File: src/rtl/serial_pkg.sv
// serial_pkg
// Shared definitions for the console serial receive/transmit paths:
// oversampling constants, character width and the receiver FSM encoding.
//
// Optional feature macro: RX_PARITY_EN adds the PARITY state (8E1 frames).
package serial_pkg;

    localparam int OVERSAMPLE = 16;   // ticks per bit period
    localparam int MID_SAMPLE = 8;    // tick at which the start bit is centred
    localparam int DATA_BITS  = 8;

    typedef enum logic [2:0] {
        IDLE   = 3'd0,
        START  = 3'd1,
        DATA   = 3'd2,
        STOP   = 3'd3
`ifdef RX_PARITY_EN
        ,
        PARITY = 3'd4
`endif
    } rx_state_t;

endpackage

File: src/rtl/baud_tick.sv
// baud_tick
// Oversample tick divider: counts 0..BAUD_DIV-1 and pulses tick for one
// clock on the wrap.
//
// Ports:
//   clk      system clock, rising edge
//   reset_n  asynchronous active-low reset
//   clear    synchronous restart of the count (no tick in that cycle)
//   tick     one-clock pulse every BAUD_DIV clocks
module baud_tick #(
    parameter int BAUD_DIV = 2
) (
    input  logic clk,
    input  logic reset_n,
    input  logic clear,
    output logic tick
);

    localparam int CW = (BAUD_DIV > 1) ? $clog2(BAUD_DIV) : 1;
    localparam logic [CW-1:0] LAST = CW'(BAUD_DIV - 1);

    logic [CW-1:0] cnt_q, cnt_d;

    always_comb begin
        cnt_d = cnt_q;
        if (clear) begin
            cnt_d = '0;
        end else if (cnt_q == LAST) begin
            cnt_d = '0;
        end else begin
            cnt_d = cnt_q + CW'(1);
        end
    end

    assign tick = !clear && (cnt_q == LAST);

    always_ff @(posedge clk or negedge reset_n) begin
        if (!reset_n) begin
            cnt_q <= '0;
        end else begin
            cnt_q <= cnt_d;
        end
    end

endmodule

File: src/rtl/kbd_rx.sv
// kbd_rx
// Console keyboard serial receiver (KL8E-style). Deserialises the async rx
// line with 16x oversampling and presents each character with a flag that
// the instruction decode clears on read.
//
// Ports:
//   clk         system clock, rising edge
//   reset_n     asynchronous active-low reset
//   rx          asynchronous serial input, idles high
//   clr_flag    one-cycle clear of flag and status bits
//   char[0:7]   last character; char[7] is the LSB (first data bit on line)
//   flag        character available
//   frame_err   stop bit of last character sampled 0
//   overrun     a character was loaded while flag was still set
//   parity_err  even-parity mismatch (0 unless RX_PARITY_EN)
//   state_dbg   current FSM state encoding (serial_pkg::rx_state_t)
//
// Handshake: flag rises on the clock after the stop-bit sample; it stays
// set until clr_flag is seen. A load in the same cycle as clr_flag wins,
// leaving flag=1 and overrun=0.
//
// Optional feature macro: RX_PARITY_EN (start + 8 data + even parity + stop).
module kbd_rx
    import serial_pkg::*;
#(
    parameter int BAUD_DIV = 2
) (
    input  logic       clk,
    input  logic       reset_n,
    input  logic       rx,
    input  logic       clr_flag,
    output logic [0:7] char,
    output logic       flag,
    output logic       frame_err,
    output logic       overrun,
    output logic       parity_err,
    output logic [2:0] state_dbg
);

    logic       sync1_q, sync1_d;
    logic       sync2_q, sync2_d;
    rx_state_t  state_q, state_d;
    logic [3:0] samp_cnt_q, samp_cnt_d;
    logic [2:0] bit_cnt_q, bit_cnt_d;
    logic [7:0] shift_q, shift_d;
    logic       stop_bit_q, stop_bit_d;
    logic       load_pend_q, load_pend_d;
    logic [0:7] char_q, char_d;
    logic       flag_q, flag_d;
    logic       frame_err_q, frame_err_d;
    logic       overrun_q, overrun_d;
    logic       parity_err_q, parity_err_d;
`ifdef RX_PARITY_EN
    logic       par_bit_q, par_bit_d;
`endif

    logic rx_s;
    logic tick;
    logic div_clear;
    logic parity_mismatch;

    assign rx_s = sync2_q;

`ifdef RX_PARITY_EN
    assign parity_mismatch = (^shift_q) ^ par_bit_q;
`else
    assign parity_mismatch = 1'b0;
`endif

    baud_tick #(
        .BAUD_DIV (BAUD_DIV)
    ) u_baud_tick (
        .clk     (clk),
        .reset_n (reset_n),
        .clear   (div_clear),
        .tick    (tick)
    );

    always_comb begin
        sync1_d      = rx;
        sync2_d      = sync1_q;
        state_d      = state_q;
        samp_cnt_d   = samp_cnt_q;
        bit_cnt_d    = bit_cnt_q;
        shift_d      = shift_q;
        stop_bit_d   = stop_bit_q;
        load_pend_d  = load_pend_q;
        char_d       = char_q;
        flag_d       = flag_q;
        frame_err_d  = frame_err_q;
        overrun_d    = overrun_q;
        parity_err_d = parity_err_q;
        div_clear    = 1'b0;
`ifdef RX_PARITY_EN
        par_bit_d    = par_bit_q;
`endif

        if (clr_flag) begin
            flag_d       = 1'b0;
            frame_err_d  = 1'b0;
            overrun_d    = 1'b0;
            parity_err_d = 1'b0;
        end

        case (state_q)
            IDLE: begin
                if (!rx_s) begin
                    state_d    = START;
                    div_clear  = 1'b1;
                    samp_cnt_d = '0;
                end
            end

            START: begin
                if (tick) begin
                    samp_cnt_d = samp_cnt_q + 4'd1;
                    if (samp_cnt_q == 4'(MID_SAMPLE - 1)) begin
                        if (rx_s) begin
                            // False start: line went back high before mid-bit.
                            state_d = IDLE;
                        end else begin
                            samp_cnt_d = '0;
                            bit_cnt_d  = '0;
                            state_d    = DATA;
                        end
                    end
                end
            end

            DATA: begin
                if (tick) begin
                    // Counter wraps 15 -> 0, so each bit is sampled 16 ticks
                    // after the previous mid-bit point.
                    samp_cnt_d = samp_cnt_q + 4'd1;
                    if (samp_cnt_q == 4'(OVERSAMPLE - 1)) begin
                        shift_d   = {rx_s, shift_q[7:1]};
                        bit_cnt_d = bit_cnt_q + 3'd1;
                        if (bit_cnt_q == 3'(DATA_BITS - 1)) begin
`ifdef RX_PARITY_EN
                            state_d = PARITY;
`else
                            state_d = STOP;
`endif
                        end
                    end
                end
            end

`ifdef RX_PARITY_EN
            PARITY: begin
                if (tick) begin
                    samp_cnt_d = samp_cnt_q + 4'd1;
                    if (samp_cnt_q == 4'(OVERSAMPLE - 1)) begin
                        par_bit_d = rx_s;
                        state_d   = STOP;
                    end
                end
            end
`endif

            STOP: begin
                if (load_pend_q) begin
                    // Load cycle: overrides any coincident clr_flag.
                    char_d       = shift_q;
                    flag_d       = 1'b1;
                    frame_err_d  = ~stop_bit_q;
                    parity_err_d = parity_mismatch;
                    overrun_d    = flag_q & ~clr_flag;
                    load_pend_d  = 1'b0;
                    state_d      = IDLE;
                end else if (tick) begin
                    samp_cnt_d = samp_cnt_q + 4'd1;
                    if (samp_cnt_q == 4'(OVERSAMPLE - 1)) begin
                        stop_bit_d  = rx_s;
                        load_pend_d = 1'b1;
                    end
                end
            end

            default: begin
                state_d = IDLE;
            end
        endcase
    end

    always_ff @(posedge clk or negedge reset_n) begin
        if (!reset_n) begin
            sync1_q      <= 1'b1;
            sync2_q      <= 1'b1;
            state_q      <= IDLE;
            samp_cnt_q   <= '0;
            bit_cnt_q    <= '0;
            shift_q      <= '0;
            stop_bit_q   <= 1'b1;
            load_pend_q  <= 1'b0;
            char_q       <= '0;
            flag_q       <= 1'b0;
            frame_err_q  <= 1'b0;
            overrun_q    <= 1'b0;
            parity_err_q <= 1'b0;
`ifdef RX_PARITY_EN
            par_bit_q    <= 1'b0;
`endif
        end else begin
            sync1_q      <= sync1_d;
            sync2_q      <= sync2_d;
            state_q      <= state_d;
            samp_cnt_q   <= samp_cnt_d;
            bit_cnt_q    <= bit_cnt_d;
            shift_q      <= shift_d;
            stop_bit_q   <= stop_bit_d;
            load_pend_q  <= load_pend_d;
            char_q       <= char_d;
            flag_q       <= flag_d;
            frame_err_q  <= frame_err_d;
            overrun_q    <= overrun_d;
            parity_err_q <= parity_err_d;
`ifdef RX_PARITY_EN
            par_bit_q    <= par_bit_d;
`endif
        end
    end

    assign char       = char_q;
    assign flag       = flag_q;
    assign frame_err  = frame_err_q;
    assign overrun    = overrun_q;
    assign parity_err = parity_err_q;
    assign state_dbg  = state_q;

endmodule

File: config.mk
export PLATFORM = sky130hd
export DESIGN_NAME = kbd_rx
export DESIGN_NICKNAME = d
export VERILOG_FILES = /design/src/rtl/serial_pkg.sv /design/src/rtl/baud_tick.sv /design/src/rtl/kbd_rx.sv
export SDC_FILE = /design/constraint.sdc
export NUM_CORES = 1
export LEC_CHECK = 0
export BUFFER_PORTS_ARGS = -buffer_cell sky130_fd_sc_hd__buf_2
export CAP_MARGIN = 40
export CELL_PAD_IN_SITES_DETAIL_PLACEMENT = 0
export CELL_PAD_IN_SITES_GLOBAL_PLACEMENT = 1
export CORE_ASPECT_RATIO = 0.7
export CORE_MARGIN = 2
export CORE_UTILIZATION = 48
export CTS_CLUSTER_DIAMETER = 40
export DETAILED_ROUTE_END_ITERATION = 6
export GPL_TIMING_DRIVEN = 0
export HOLD_SLACK_MARGIN = 0.02
export MAX_ROUTING_LAYER = met4
export PLACE_DENSITY = 0.84
export SETUP_SLACK_MARGIN = 0.1
export SLEW_MARGIN = 40
export SYNTH_ARGS = -nofsm -noshare
export SYNTH_HDL_FRONTEND = slang
export SYNTH_HIERARCHICAL = 1
export SYNTH_SLANG_ARGS = --single-unit
File: constraint.sdc
create_clock -name clk -period 4.4 [get_ports clk]
set_clock_uncertainty 0.1 [all_clocks]
set_input_delay 0.88 -clock clk [delete_from_list [all_inputs] [get_ports clk]]
set_output_delay 0.88 -clock clk [all_outputs]
set_load 0.05 [all_outputs]
* Word-level counts from Yosys, hierarchy flattened
Cells that the tools add are included.
** Storage, ports and cells
- Register bits after elaboration :: 35
- Output and inout bits :: 15
- ROM bits :: 0
- Bits in writable memories :: 0
- Bits of input ports :: 4
- Latch bits :: 0
- Logic and storage cells :: 88
- Memories :: 0
** Operators by class
- Order comparisons :: 0
- $mul :: 0
- Add/sub/neg operators :: 3
- Bitwise gates (word level) :: 4
- Shift operators :: 0
- Reductions and logical operators :: 11
- Equal/unequal tests :: 15
- Multiplexer cells :: 41
- Div/mod/pow operators :: 0
** Operators by type and width (count)
- $mux W3 :: 12
- $mux W4 :: 6
- $mux W1 :: 19
- $ne A2 B2 Y1 const B :: 9
- $pmux W4 S4 :: 1
- $pmux W3 S4 :: 1
- $reduce_and A4 Y1 :: 2
- $reduce_and A7 Y1 :: 1
- $eq A3 B2 Y1 const B :: 2
- $pmux W3 S2 :: 1
- $reduce_and A6 Y1 :: 1
- $add A4 B1 Y4 const B :: 1
- $eq A4 B3 Y1 const B :: 1
- $eq A4 B4 Y1 const B :: 1
- $reduce_bool A4 Y1 :: 1
- $add A3 B1 Y3 const B :: 1
- $eq A3 B1 Y1 const B :: 1
- $eq A3 B3 Y1 const B :: 1
- $logic_not A3 Y1 :: 1
- $not A1 Y1 :: 3
- $reduce_and A3 Y1 :: 1
- $mux W2 :: 1
- $reduce_and A2 Y1 :: 1
- $reduce_bool A2 Y1 :: 1
- 4 further kinds :: 4

* Logic depth before layout (Yosys ltp)
Gate-level depths: netlist of run 1.
- Word-level depth :: 7
- Depth in mapped cells :: 8

* Cells and area by module
Netlist of run 1, hierarchy kept.
** Modules (own cells, without submodules)
- kbd_rx :: times used 1, area each 1430.1 um2, sequential area each 829.5 um2, cells an instance 111
- baud_tick :: times used 1, area each 42.5 um2, sequential area each 25.0 um2, cells an instance 3

* Least setup slack after synthesis of run 1
No wires, ideal clock.
- Kind :: reg2reg
- From :: reg state_q[0] (netlist: state_dbg[0])
- To :: reg samp_cnt_q[3]
- Slack :: 2.122 ns
- Library setup time :: 0.092 ns
- Path buffers :: 1
- Data arrival time :: 2.087 ns
- Stages on the path, launching flop included :: 8
- Path through :: dfrtp_1 buf_2 nor3_1 nor2b_4 a21bo_1 a221o_1 o21bai_4 o31ai_2
** On the way
- Cells in the longest elaborated chain, start to end :: 7
- Elaborated cells between the ends (all ways) :: 15
** RTL lines
- start: declaration :: line kbd_rx.sv:42 : rx_state_t state_q, state_d;
- start signal: assignment :: line kbd_rx.sv:207 : state_q <= state_d;
- $logic_not A3 Y1 (*) :: line kbd_rx.sv:105 : case (state_q)
- $mux W1 (*) :: line kbd_rx.sv:105
- via div_clear :: line kbd_rx.sv:59 : logic div_clear;
- $logic_not A1 Y1 (*) :: line baud_tick.sv:35 : assign tick = !clear && (cnt_q == LAST);
- $logic_and A1 B1 Y1 (*) :: line baud_tick.sv:35
- via tick :: line kbd_rx.sv:58 : logic tick;
- $mux W4 (2 in a row)
- $pmux W4 S4 :: line kbd_rx.sv:105
- end signal: assignment :: line kbd_rx.sv:208 : samp_cnt_q <= samp_cnt_d;
- end: declaration :: line kbd_rx.sv:43 : logic [3:0] samp_cnt_q, samp_cnt_d;
The timed path passes the listed nets; every way through them passes the cells marked *. The select of a mux whose other input is x is not followed.
A chain may end at the register's enable or synchronous reset.

* Final worst setup path of run 1
- From :: reg state_q[0] (netlist: state_dbg[0])
- To :: reg shift_q[6]
** On the way
- Cells in the longest elaborated chain, start to end :: 5
- Elaborated cells between the ends (all ways) :: 6
** RTL lines
- $logic_not A3 Y1 :: line kbd_rx.sv:105
- $mux W1 :: line kbd_rx.sv:105
- via div_clear :: line kbd_rx.sv:59
- $logic_not A1 Y1 :: line baud_tick.sv:35
- $logic_and A1 B1 Y1 :: line baud_tick.sv:35
- via tick :: line kbd_rx.sv:58
- $reduce_and A3 Y1 (no source line)
- end signal: assignment :: line kbd_rx.sv:210 : shift_q <= shift_d;
- end: declaration :: line kbd_rx.sv:45 : logic [7:0] shift_q, shift_d;
The timed path passes the listed nets, and every way through them passes these cells.

==> impl_results.md, run 1 <==
- Vias in the first global route: 936
- Register area share after synthesis: 58.0%
- Routed vias/inst: 5.38
- Largest family of logic cells by synthesized area: multiplexers
- Net count, final: 145
- Tot GR Track Use: 16.4%
- Post-synth top flop: dfrtp_1
- Core Rows: 16
- CTS tree: yes
- Post-synth top cells: dfrtp_1 (31), mux2_2 (16), nor2_1 (7)
- Compound-Gate Fraction of Synth Area: under 10%
- Synth Area in Adders: 2.55%
- Number of filler cells placed in the layout: 244
- CP startpoint kind: flop
- Placed cell count: 167
- TritonCTS buffer count: 5
- Drc violations: 0
- Worst slew pin tran: 771 ps
- #FFs+latches synth: 34
- R2r endpoint: shift_q[6]
- Worst reg2reg setup slack: 2230 ps
- Final Power: 0.000964 W
- Initial antenna violation count: 0
- I/O pins: 19
- YS warnings: 6
- Layout Cells excl Fill: between 150 and 200
- Crit path max fanout: 10
- Pins Over Slew Limit: 0
- Buf+Inv Stages, Crit Path: 2
- Synth top area share: about 53%
- Relative max-transition margin: about 48%
- Synthesized area: 1470 um^2
- Area Growth Syn to Fin: 16.5%
- Hold Path Stages: 0
- Crit path kind: flop to flop
- Clock sinks: 34
- Buffers on Ports: 17
- HPWL Detailed: 1.70 mm
- Critical path arrival: between 2000 and 2500 ps
- Reg2reg path depth: 7
- Area leader, netlist: dfrtp_1
- Met2 Use GR: a little under a quarter
- Max Fclk: ~460 MHz
- Post-synthesis mux area share: 14.4%
- Synth Instances: 114
- CP top delay family: simple AND/OR/NAND/NOR gates
- Post-Synth XOR/XNOR Area: less than 1%
- Hold_buf cts: 0
- Simple-gate share of the synthesized area: between 10% and 20%
- Final WS setup: 2230 ps
- WP data required: 4460 ps
- Post-CTS resize count: 0
- Core footprint: 2860 um^2
- Number of enable flip-flop cells after synthesis: 0
- Setup-failing EPs final: 0
- Max-cap viol count: 0
- DIE HEIGHT: just over 50 um
- Clock Pin Slew Worst Setup and Hold Paths: 60 ps
- Met3 Use GR: ~5.8%
- # diodes: 0
- Layout cell share with drive strength beyond 1: between 30 and 40%
- Pre-CTS setup slack: 2240 ps
- Synth unique cells: 38
- Hold path start: sync1_q
- Register area: 855 um^2
- Antenna Violating Nets Remaining: 0
- Reg-to-reg critical path startpoint: state_dbg[0]
- Worst Setup End Kind: flop
- WHS Endpoint: rx_s
- Met1 Usage GRT: between 20% and 30%
- Synthesized Nets: 121
- Status: completed
- RSZ-0062 raised after global routing: no
- CTS H-tree lvls: 2
- Top-count cell post-synth: dfrtp_1
- Largest net degree at the start of global routing: 35
- Critical-path cell list: buf_2 -> nor3_1 -> nor2b_4 -> nand4_1 -> nor3b_2 -> buf_4 -> mux2_2
- Floorplan die width: 70.2 um
- Routed WL: 2.42 mm
- Worst path max stage delay: 410 ps
- Period utilization: 49.3%
- Leakage power: 0.881 nW
- Dominant cells by area after synthesis: dfrtp_1 (53%), mux2_2 (12%), dfstp_2 (5.4%)
- Worst skew pair latency: 280 ps
- First-pass GRT wire length: around 4.3 mm
- Max clock buf depth: 2
- Peak VDD IR: 268 uV
- Final Hold Fails: 0
- Async set-or-reset flop fraction in the synthesized netlist: between 90% and 100%
- HP Class: flop to flop
- Total iterations of the first detailed-routing run: 4
- Die ar.: 3530 um^2
- Busiest grt layer: met2
- Final Critical Period: 2170 ps
- Total grt overflow: 0
- Syn Area/Cell: between 10 and 15 um^2
- Post-route setup TNS: 0 ps
- Setup Buffers After CTS: 0
- Gpl congestion: 0.757
- Clock root cell: clkbuf_8
- Starting density of the core: 51.4%
- Initial DRC count: a little under 60
- DR vias: 941
- Drt wl/cell: 13.8 um
- Multi-input gate area in the final layout: 574 um^2
- Power per Cell Area: 562 nW/um^2
- Slowest stage cell, crit path: dfrtp_1
metal layers:
| metal | routed length (um) | part of all wire (%) |
|---|---|---|
| met5 | 0 | 0 |
| met2 | 1070 | 44 |
| met3 | 130 | 5.4 |
| met1 | 1200 | 50 |
| met4 | 23 | 0.95 |
worst max-delay path by stage:
stage	start	to	slack (ps)	cells past startpoint
final	state_dbg[0]	shift_q[6]	2230	7
after global placement	state_dbg[0]	shift_q[6]	2240	7
after floorplan	state_dbg[0]	samp_cnt_q[3]	2120	7
after detailed placement	state_dbg[0]	shift_q[6]	2240	7
after global routing	state_dbg[0]	shift_q[6]	2060	7
after CTS	state_dbg[0]	shift_q[6]	2210	7
metrics by stage:
stage          hold WS, ps  instance area [um^2]  util (%)
2_1_floorplan          245                  1470         -
3_3_place_gp           246                  1600      56.0
3_5_place_dp           247                  1600      56.0
4_1_cts                257                  1710      59.8
5_1_grt                265                  1720      59.9
6_report               257                  1720      59.9
layout by cell type, fill, tap and decap left out, types with 6 or more instances in the layout:
cell type / n
clkbuf_8: 8
dfrtp_1: 31
buf_2: 18
o21ai_0: 6
nand2_1: 6
nor2_1: 7
mux2_2: 16
registers in the layout (all words and copies together) (netlist names):
register           flops
shift_q                8
u_baud_tick/cnt_q      1
flag                   1
rx_s                   1
char                   8
load_pend_q            1
samp_cnt_q             4
stop_bit_q             1
bit_cnt_q              3
overrun                1
sync1_q                1
parity_err             1
frame_err              1
state_dbg              2
final cells by class:
cell class                      count  area share, %
Buffer                              5           1.90
Clock buffer                        8           6.42
Inverter                            3          0.656
Multi-Input combinational cell     72           33.5
Sequential cell                    34           49.8
Tap cell                           36           2.63
Timing Repair Buffer               17           5.11
cells by family after synthesis:
family,Yosys count
compound gates,18
flops,34
simple gates,30
other cells,1
buf+inv,8
xor+xnor,1
fa+ha+maj,3
mux,19
report_power, final:
part	switching [W]	total, W	internal (W)
Combinational	0.000172	0.000298	0.000126
Sequential	0.0000436	0.000407	0.000363
Clock	0.000102	0.000259	0.000158
No activity file was read; power rests on OpenSTA's default activity.
==> inputs of run 2 (changes only) <==
--- a/config.mk
+++ b/config.mk
@@ -5,19 +5,20 @@
 export SDC_FILE = /design/constraint.sdc
 export NUM_CORES = 1
 export LEC_CHECK = 0
+export ABC_AREA = 1
 export BUFFER_PORTS_ARGS = -buffer_cell sky130_fd_sc_hd__buf_2
 export CAP_MARGIN = 40
 export CELL_PAD_IN_SITES_DETAIL_PLACEMENT = 0
 export CELL_PAD_IN_SITES_GLOBAL_PLACEMENT = 1
 export CORE_ASPECT_RATIO = 0.7
 export CORE_MARGIN = 2
-export CORE_UTILIZATION = 48
+export CORE_UTILIZATION = 44
 export CTS_CLUSTER_DIAMETER = 40
 export DETAILED_ROUTE_END_ITERATION = 6
 export GPL_TIMING_DRIVEN = 0
 export HOLD_SLACK_MARGIN = 0.02
 export MAX_ROUTING_LAYER = met4
-export PLACE_DENSITY = 0.84
+export PLACE_DENSITY = 0.81
 export SETUP_SLACK_MARGIN = 0.1
 export SLEW_MARGIN = 40
 export SYNTH_ARGS = -nofsm -noshare
==> constraint.sdc (replaced) <==
create_clock -name clk -period 2.2 [get_ports clk]
set_clock_uncertainty 0.1 [all_clocks]
set_input_delay 0.44 -clock clk [delete_from_list [all_inputs] [get_ports clk]]
set_output_delay 0.44 -clock clk [all_outputs]
set_load 0.05 [all_outputs]
==> run 2 against run 1 <==
  * Final area up 8.0%
  * Flip-flop and latch count stayed put
  * Critical path depth up 1
  * Sequential share of layout area shrank 3.7 points
  * Sequential power up 89%
  * Register-to-register slack worse by 1800 ps
  * Routed wire length is 14% higher
  * Via count up 17%
  * Combinational power up 100%
  * Global-route usage down 1.3 points
  * First-iteration DRC count shrank 5.2%
  * Utilization shrank 7.5 points
  * Critical endpoint unchanged
  * Highest routed layer unchanged
==> impl_results.md, run 2 <==
- CP startpoint kind: flop
- Total grt overflow: 0 (unchanged)
- RSZ-0062 raised after global routing: no
- #FFs+latches synth: 34 (unchanged)
- WP data required: 2260 ps (-2200 ps)
- Post-synth top cells: nand2_1 (40), dfrtp_1 (31), o21ai_2 (20)
- Number of filler cells placed in the layout: 342 (+40%)
- Synthesized area: 1620 um^2 (+10%)
- Syn Area/Cell: 9.84 um^2 (-24%)
- Synth top area share: 47.8% (-4.9 points)
- Period utilization: 79.4% (+30 points)
- Final Critical Period: 1750 ps (-424 ps)
- Multi-input gate area in the final layout: 646 um^2 (+12%)
- Worst Setup End Kind: flop
- Worst skew pair latency: 270 ps (about the same)
- Status: completed
- Floorplan die width: 76.6 um (+9.1%)
- Leakage power: 0.950 nW (+7.9%)
- Area leader, netlist: dfrtp_1
- Pins Over Slew Limit: 0 (unchanged)
- Setup crit start: state_dbg[0]
- Core footprint: 3540 um^2 (+24%)
- Initial DRC count: 55 (-5.2%)
- Max clock buf depth: 2 (unchanged)
- Total iterations of the first detailed-routing run: 4 (unchanged)
- Register area share after synthesis: 52.7% (-5.4 points)
- Layout Cells excl Fill: 240 (+37%)
- Starting density of the core: 45.9% (-5.5 points)
- Layout cell share with drive strength beyond 1: 36.8% (-2.7 points)
- Max Fclk: 573 MHz (+24%)
- Async set-or-reset flop fraction in the synthesized netlist: 100% (unchanged)
- HPWL Detailed: 1.98 mm (+16%)
- Final Power: 0.00180 W (+87%)
- DR vias: 1103 (+17%)
- Busiest grt layer: met2
- Clock Pin Slew Worst Setup and Hold Paths: 60 ps (about the same)
- Post-synth top flop: dfrtp_1
- CTS tree: yes
- Peak VDD IR: 380 uV (+42%)
- Synth Instances: 165 (+45%)
- Met1 Usage GRT: 19.9% (-1.4 points)
- Met2 Use GR: 21.5% (-2.4 points)
- Leading cell type in the layout, fill and taps excluded: nand2_1
- First-pass GRT wire length: 4.51 mm (+4.0%)
- I/O pins: 19 (unchanged)
- Drt wl/cell: 11.5 um (-17%)
- Reg-to-reg critical path startpoint: state_dbg[0]
- Clock root cell: clkbuf_8
- Initial antenna violation count: 0 (unchanged)
- HP Class: input port to asynchronous set/reset pin
- Drc violations: 0 (unchanged)
- Crit path max fanout: 10 (unchanged)
- Area of placed instances: 1770 um^2 (+10%)
- Cell area after layout: 1850 um^2 (+8.0%)
- YS warnings: 6 (unchanged)
- Met3 Use GR: 3.96% (-1.9 points)
- Crit path kind: flop to flop
- Routed vias/inst: 4.60 (-15%)
- Register area: 855 um^2 (unchanged)
- Setup Buffers After CTS: 0 (unchanged)
- Synthesized Nets: 172 (+42%)
- Routed WL: 2.76 mm (+14%)
- Area Growth Syn to Fin: 14.2%
- Core Rows: 18 (+2)
- # diodes: 0 (unchanged)
- Power per Cell Area: 973 nW/um^2 (+73%)
- Hold_buf cts: 0 (unchanged)
- Synth unique cells: 25 (-34%)
- Reg2reg path depth: 8 (+1)
- Placed cell count: 232 (+39%)
- Post-route setup TNS: 0 ps (unchanged)
- Max-cap viol count: 0 (unchanged)
- Post-CTS resize count: 0 (unchanged)
- Commonest cells after routing, fill and taps aside: nand2_1 (40), dfrtp_1 (31), o21ai_2 (20), buf_2 (16), inv_1 (15)
- Setup-failing EPs final: 0 (unchanged)
- CTS H-tree lvls: 2 (unchanged)
- Dominant cells by area after synthesis: dfrtp_1 (48%), o21ai_2 (11%), nand2_1 (9.3%)
- Antenna Violating Nets Remaining: 0 (unchanged)
- Net count, final: 196 (+35%)
- DIE HEIGHT: 54.8 um (+8.9%)
- Number of enable flip-flop cells after synthesis: 0 (unchanged)
- Final Hold Fails: 0 (unchanged)
- Critical path arrival: 1810 ps (-420 ps)
- Top-count cell post-synth: nand2_1
- Gpl congestion: 0.847 (+12%)
- Tot GR Track Use: 15.1% (-1.3 points)
- Die ar.: 4200 um^2 (+19%)
- TritonCTS buffer count: 5 (unchanged)
- Vias in the first global route: 1011 (+8.0%)
- Largest net degree at the start of global routing: 35 (unchanged)
- Hold slack: 1.86 ps (-255 ps)
- Clock sinks: 34 (unchanged)
- Buffers on Ports: 17 (unchanged)
==> run 2: through the flow <==
step | setup WS [ps] | utilization (%)
detailed placement | 455 | 50.1
finish | 454 | 52.4
floorplan | 325 | -
global route | 320 | 52.4
global placement | 487 | 50.1
CTS | 447 | 52.3
==> run 2: worst paths after layout <==
path,end,slack (ps)
max,shift_q[6],450
min,state_dbg[1],2
max reg2reg,shift_q[6],450
min reg2reg,rx_s,260
max in group asynchronous,stop_bit_q,1660
min in group clk,sync1_q,160
==> run 2: kinds of logic after synthesis <==
family,Yosys count,share of synthesized area [%]
and+or+nand+nor,73,21.8
other,1,0.231
AOI/OAI and AO/OA,28,13.4
muxes,1,0.925
buffers and inverters,23,7.56
DFF,34,52.7
xor gates and xnor gates,2,1.08
adders and majority gates,3,2.31
==> run 2: layer usage <==
metal | share of wire (%) | routed length (um) | vias up
met1 | 54 | 1490 | 508
met4 | 1.6 | 45 | 0
li1 | - | - | 575
met3 | 3.0 | 84 | 4
met2 | 41 | 1140 | 16
met5 | 0 | 0 | -
==> run 2: final cells by class <==
type	count	share of cell area [%]
clock buffer	8	4.32
tap	50	3.38
inverter	18	3.65
sequential	34	46.1
multi-input combinational	108	34.8
timing repair buffer	17	4.73
buffer	5	2.97
==> run 2: power breakdown <==
group | internal [W] | switching [W] | total [W]
sequential | 0.000694 | 0.0000766 | 0.000771
clock | 0.000225 | 0.000208 | 0.000433
combinational | 0.000192 | 0.000407 | 0.000599
total | 0.00111 | 0.000692 | 0.00180
==> run 2: critical path, stage by stage (launching register included) <==
cell	delay, ps
dfrtp_1	520
nor3_1	120
nor2_2	230
inv_1	80
nor2_2	140
nand2_2	140
buf_6	190
nand2_1	70
o21ai_2	50
==> inputs of run 3 (changes only) <==
--- a/config.mk
+++ b/config.mk
@@ -12,13 +12,13 @@
 export CELL_PAD_IN_SITES_GLOBAL_PLACEMENT = 1
 export CORE_ASPECT_RATIO = 0.7
 export CORE_MARGIN = 2
-export CORE_UTILIZATION = 44
+export CORE_UTILIZATION = 40
 export CTS_CLUSTER_DIAMETER = 40
 export DETAILED_ROUTE_END_ITERATION = 6
 export GPL_TIMING_DRIVEN = 0
 export HOLD_SLACK_MARGIN = 0.02
 export MAX_ROUTING_LAYER = met4
-export PLACE_DENSITY = 0.81
+export PLACE_DENSITY = 0.77
 export SETUP_SLACK_MARGIN = 0.1
 export SLEW_MARGIN = 40
 export SYNTH_ARGS = -nofsm -noshare
==> constraint.sdc (replaced) <==
create_clock -name clk -period 1.6 [get_ports clk]
set_clock_uncertainty 0.1 [all_clocks]
set_input_delay 0.32 -clock clk [delete_from_list [all_inputs] [get_ports clk]]
set_output_delay 0.32 -clock clk [all_outputs]
set_load 0.05 [all_outputs]
==> run 3 against run 2 <==
  * Highest routed layer unchanged
  * First-iteration DRC count up 42%
  * Final area is 12% higher
  * Largest power group unchanged
  * Sequential power is 40% higher
==> impl_results.md, run 3 (synthesis results as in run 2) <==
- CTS H-tree lvls: 2 (unchanged)
- Setup crit start: rx_s
- Net count, final: 207 (+5.6%)
- Sequential share of power: 40.2% (-2.5 points)
- Worst Setup End Kind: flop
- TritonCTS buffer count: 5 (unchanged)
- Post-route setup TNS: 0 ps (unchanged)
- Core footprint: 3900 um^2 (+10%)
- Register area: 858 um^2 (+0.44%)
- Drc violations: 0 (unchanged)
- CP top delay family: flip-flops
- Starting density of the core: 41.6% (-4.3 points)
- Comb power frac: 35.7% (+2.5 points)
- Hold slack: 34.7 ps (+32.8 ps)
- Psw: 0.00107 W (+54%)
- Clock share of power: 24.2% (+0.2 points)
- R2r endpoint: shift_q[5]
- Power per Cell Area: 1300 nW/um^2 (+34%)
- Critical-path cell list: nor3_4 -> nor2_4 -> inv_2 -> nor2_4 -> nand2_4 -> buf_6 -> nand2_2 -> o21ai_2
- Leakage power: 1.04 nW (+9.8%)
- Buf+Inv Stages, Crit Path: 2 (unchanged)
- Total grt overflow: 0 (unchanged)
- Area Growth Syn to Fin: 28.1%
- Crit path kind: flop to flop
- Initial DRC count: 78 (+42%)
- Final WS setup: 74.8 ps (-379 ps)
- Routed vias/inst: 4.81 (+4.6%)
- Total iterations of the first detailed-routing run: 4 (unchanged)
- Worst Setup EP: shift_q[5]
- Period utilization: 95.3% (+16 points)
- Leading cell type in the layout, fill and taps excluded: nand2_1
- DIE HEIGHT: 57.3 um (+4.5%)
- Gpl congestion: 0.843 (-0.39%)
- Initial antenna violation count: 0 (unchanged)
- Crit path max fanout: 4 (-6)
- I/O pins: 19 (unchanged)
- Slowest stage cell, crit path: dfstp_2
- Clock sinks: 34 (unchanged)
- Int Pwr: 0.00163 W (+47%)
- Layout cell share with drive strength beyond 1: 48.8% (+12 points)
- Peak VDD IR: 688 uV (+81%)
- Worst path max stage delay: 570 ps (+50 ps)
- HP Class: input port to flop
- Floorplan die width: 80.1 um (+4.6%)
- Core Rows: 19 (+1)
- Worst skew pair latency: 290 ps (+20 ps)
- Setup-failing EPs final: 0 (unchanged)
- Pre-CTS setup slack: -82.6 ps (-537 ps)
- Worst reg2reg setup slack: 70 ps (-380 ps)
- Critical Path Stages: 8 (unchanged)
- Die ar.: 4590 um^2 (+9.4%)
- Commonest cells after routing, fill and taps aside: nand2_1 (32), dfrtp_1 (28), o21ai_2 (20), buf_2 (16), inv_1 (14)
- Reg2reg path depth: 8 (unchanged)
- Antenna Violating Nets Remaining: 0 (unchanged)
- Multi-input gate area in the final layout: 732 um^2 (+13%)
- Final Critical Period: 1530 ps (-221 ps)
- Buffers on Ports: 17 (unchanged)
- Max clock buf depth: 2 (unchanged)
- Max-cap viol count: 0 (unchanged)
- DR vias: 1216 (+10%)
- Layout Cells excl Fill: 253 (+5.4%)
- Drt wl/cell: 12.5 um (+8.4%)
- Number of filler cells placed in the layout: 340 (-0.58%)
- HPWL Detailed: 2.19 mm (+11%)
- First-pass GRT wire length: 5.38 mm (+19%)
- Sw frac: 39.6% (+1.2 points)
- Routed WL: 3.15 mm (+14%)
- CP dominant cell by count: nor2_4
- Clock Pin Slew Worst Setup and Hold Paths: 60 ps (about the same)
- Vias in the first global route: 1181 (+17%)
- # diodes: 0 (unchanged)
- Max Fclk: 656 MHz (+14%)
- RSZ-0062 raised after global routing: yes
- Largest net degree at the start of global routing: 35 (unchanged)
- CTS tree: yes
- Placed cell count: 234 (+0.86%)
- Critical path arrival: 1600 ps (-210 ps)
- Tot GR Track Use: 15.9% (+0.86 points)
- WP data required: 1670 ps (-590 ps)
- Pins Over Slew Limit: 0 (unchanged)
- Final Hold Fails: 0 (unchanged)
- Reg-to-reg critical path startpoint: rx_s
- Clock root cell: clkbuf_8
- Status: completed
- CP startpoint kind: flop
## run 3: power groups by stage
| stage | registers (W) | clock network (W) | logic, W |
|---|---|---|---|
| 2_1_floorplan | 0.00114 | 0 | 0.000618 |
| 3_3_place_gp | 0.00108 | 0 | 0.000824 |
| 3_5_place_dp | 0.00109 | 0 | 0.000852 |
| 4_1_cts | 0.00107 | 0.000666 | 0.000885 |
| 5_1_grt | 0.00110 | 0.000722 | 0.00107 |
| 6_report | 0.00108 | 0.000652 | 0.000963 |
## run 3: cell type report
| cell class | instances | area share [%] |
|---|---|---|
| multi-input cells | 108 | 35.2 |
| flip-flops and latches | 34 | 41.3 |
| inverters | 18 | 3.25 |
| clock inverters | 1 | 0.241 |
| well taps | 52 | 3.13 |
| repair buffers | 28 | 9.63 |
| plain buffers | 5 | 3.07 |
| clock buffers | 7 | 4.15 |
## run 3: stage by stage
stage | cell area [um^2] | total power (W) | util (%)
CTS | 2000 | 0.00262 | 51.3
finish | 2080 | 0.00270 | 53.3
floorplan | 1640 | 0.00176 | -
global route | 2080 | 0.00289 | 53.3
global placement | 1790 | 0.00190 | 46.0
detailed placement | 1790 | 0.00194 | 46.0
## run 3: timing repair
item                                   CTS  global route
endpoints found under the hold margin    0            31
pin swaps                                3             6
setup endpoints to repair               12            20
hold buffers                             0             1
gates cloned                             1             0
setup buffers                            4             5
resized for setup                       19             8
## run 3: how the worst min path moves through the flow
stage	slack, ps	end	startpoint	cells past startpoint
after floorplan	-80	bit_cnt_q[0]	reset_n	0
after global placement	250	rx_s	sync1_q	0
after detailed placement	250	rx_s	sync1_q	0
after CTS	20	samp_cnt_q[2]	reset_n	1
after global routing	20	sync1_q	rx	1
final	30	sync1_q	rx	1
## run 3: metal layers
layer  up-vias  global-route usage (%)  part of all wire [%]
met5         -                       -                     0
met4         0                    7.02                   1.8
met3         8                    4.43                   4.3
met2        22                    23.3                    46
met1       589                    20.8                    48
li1        597                       -                     -
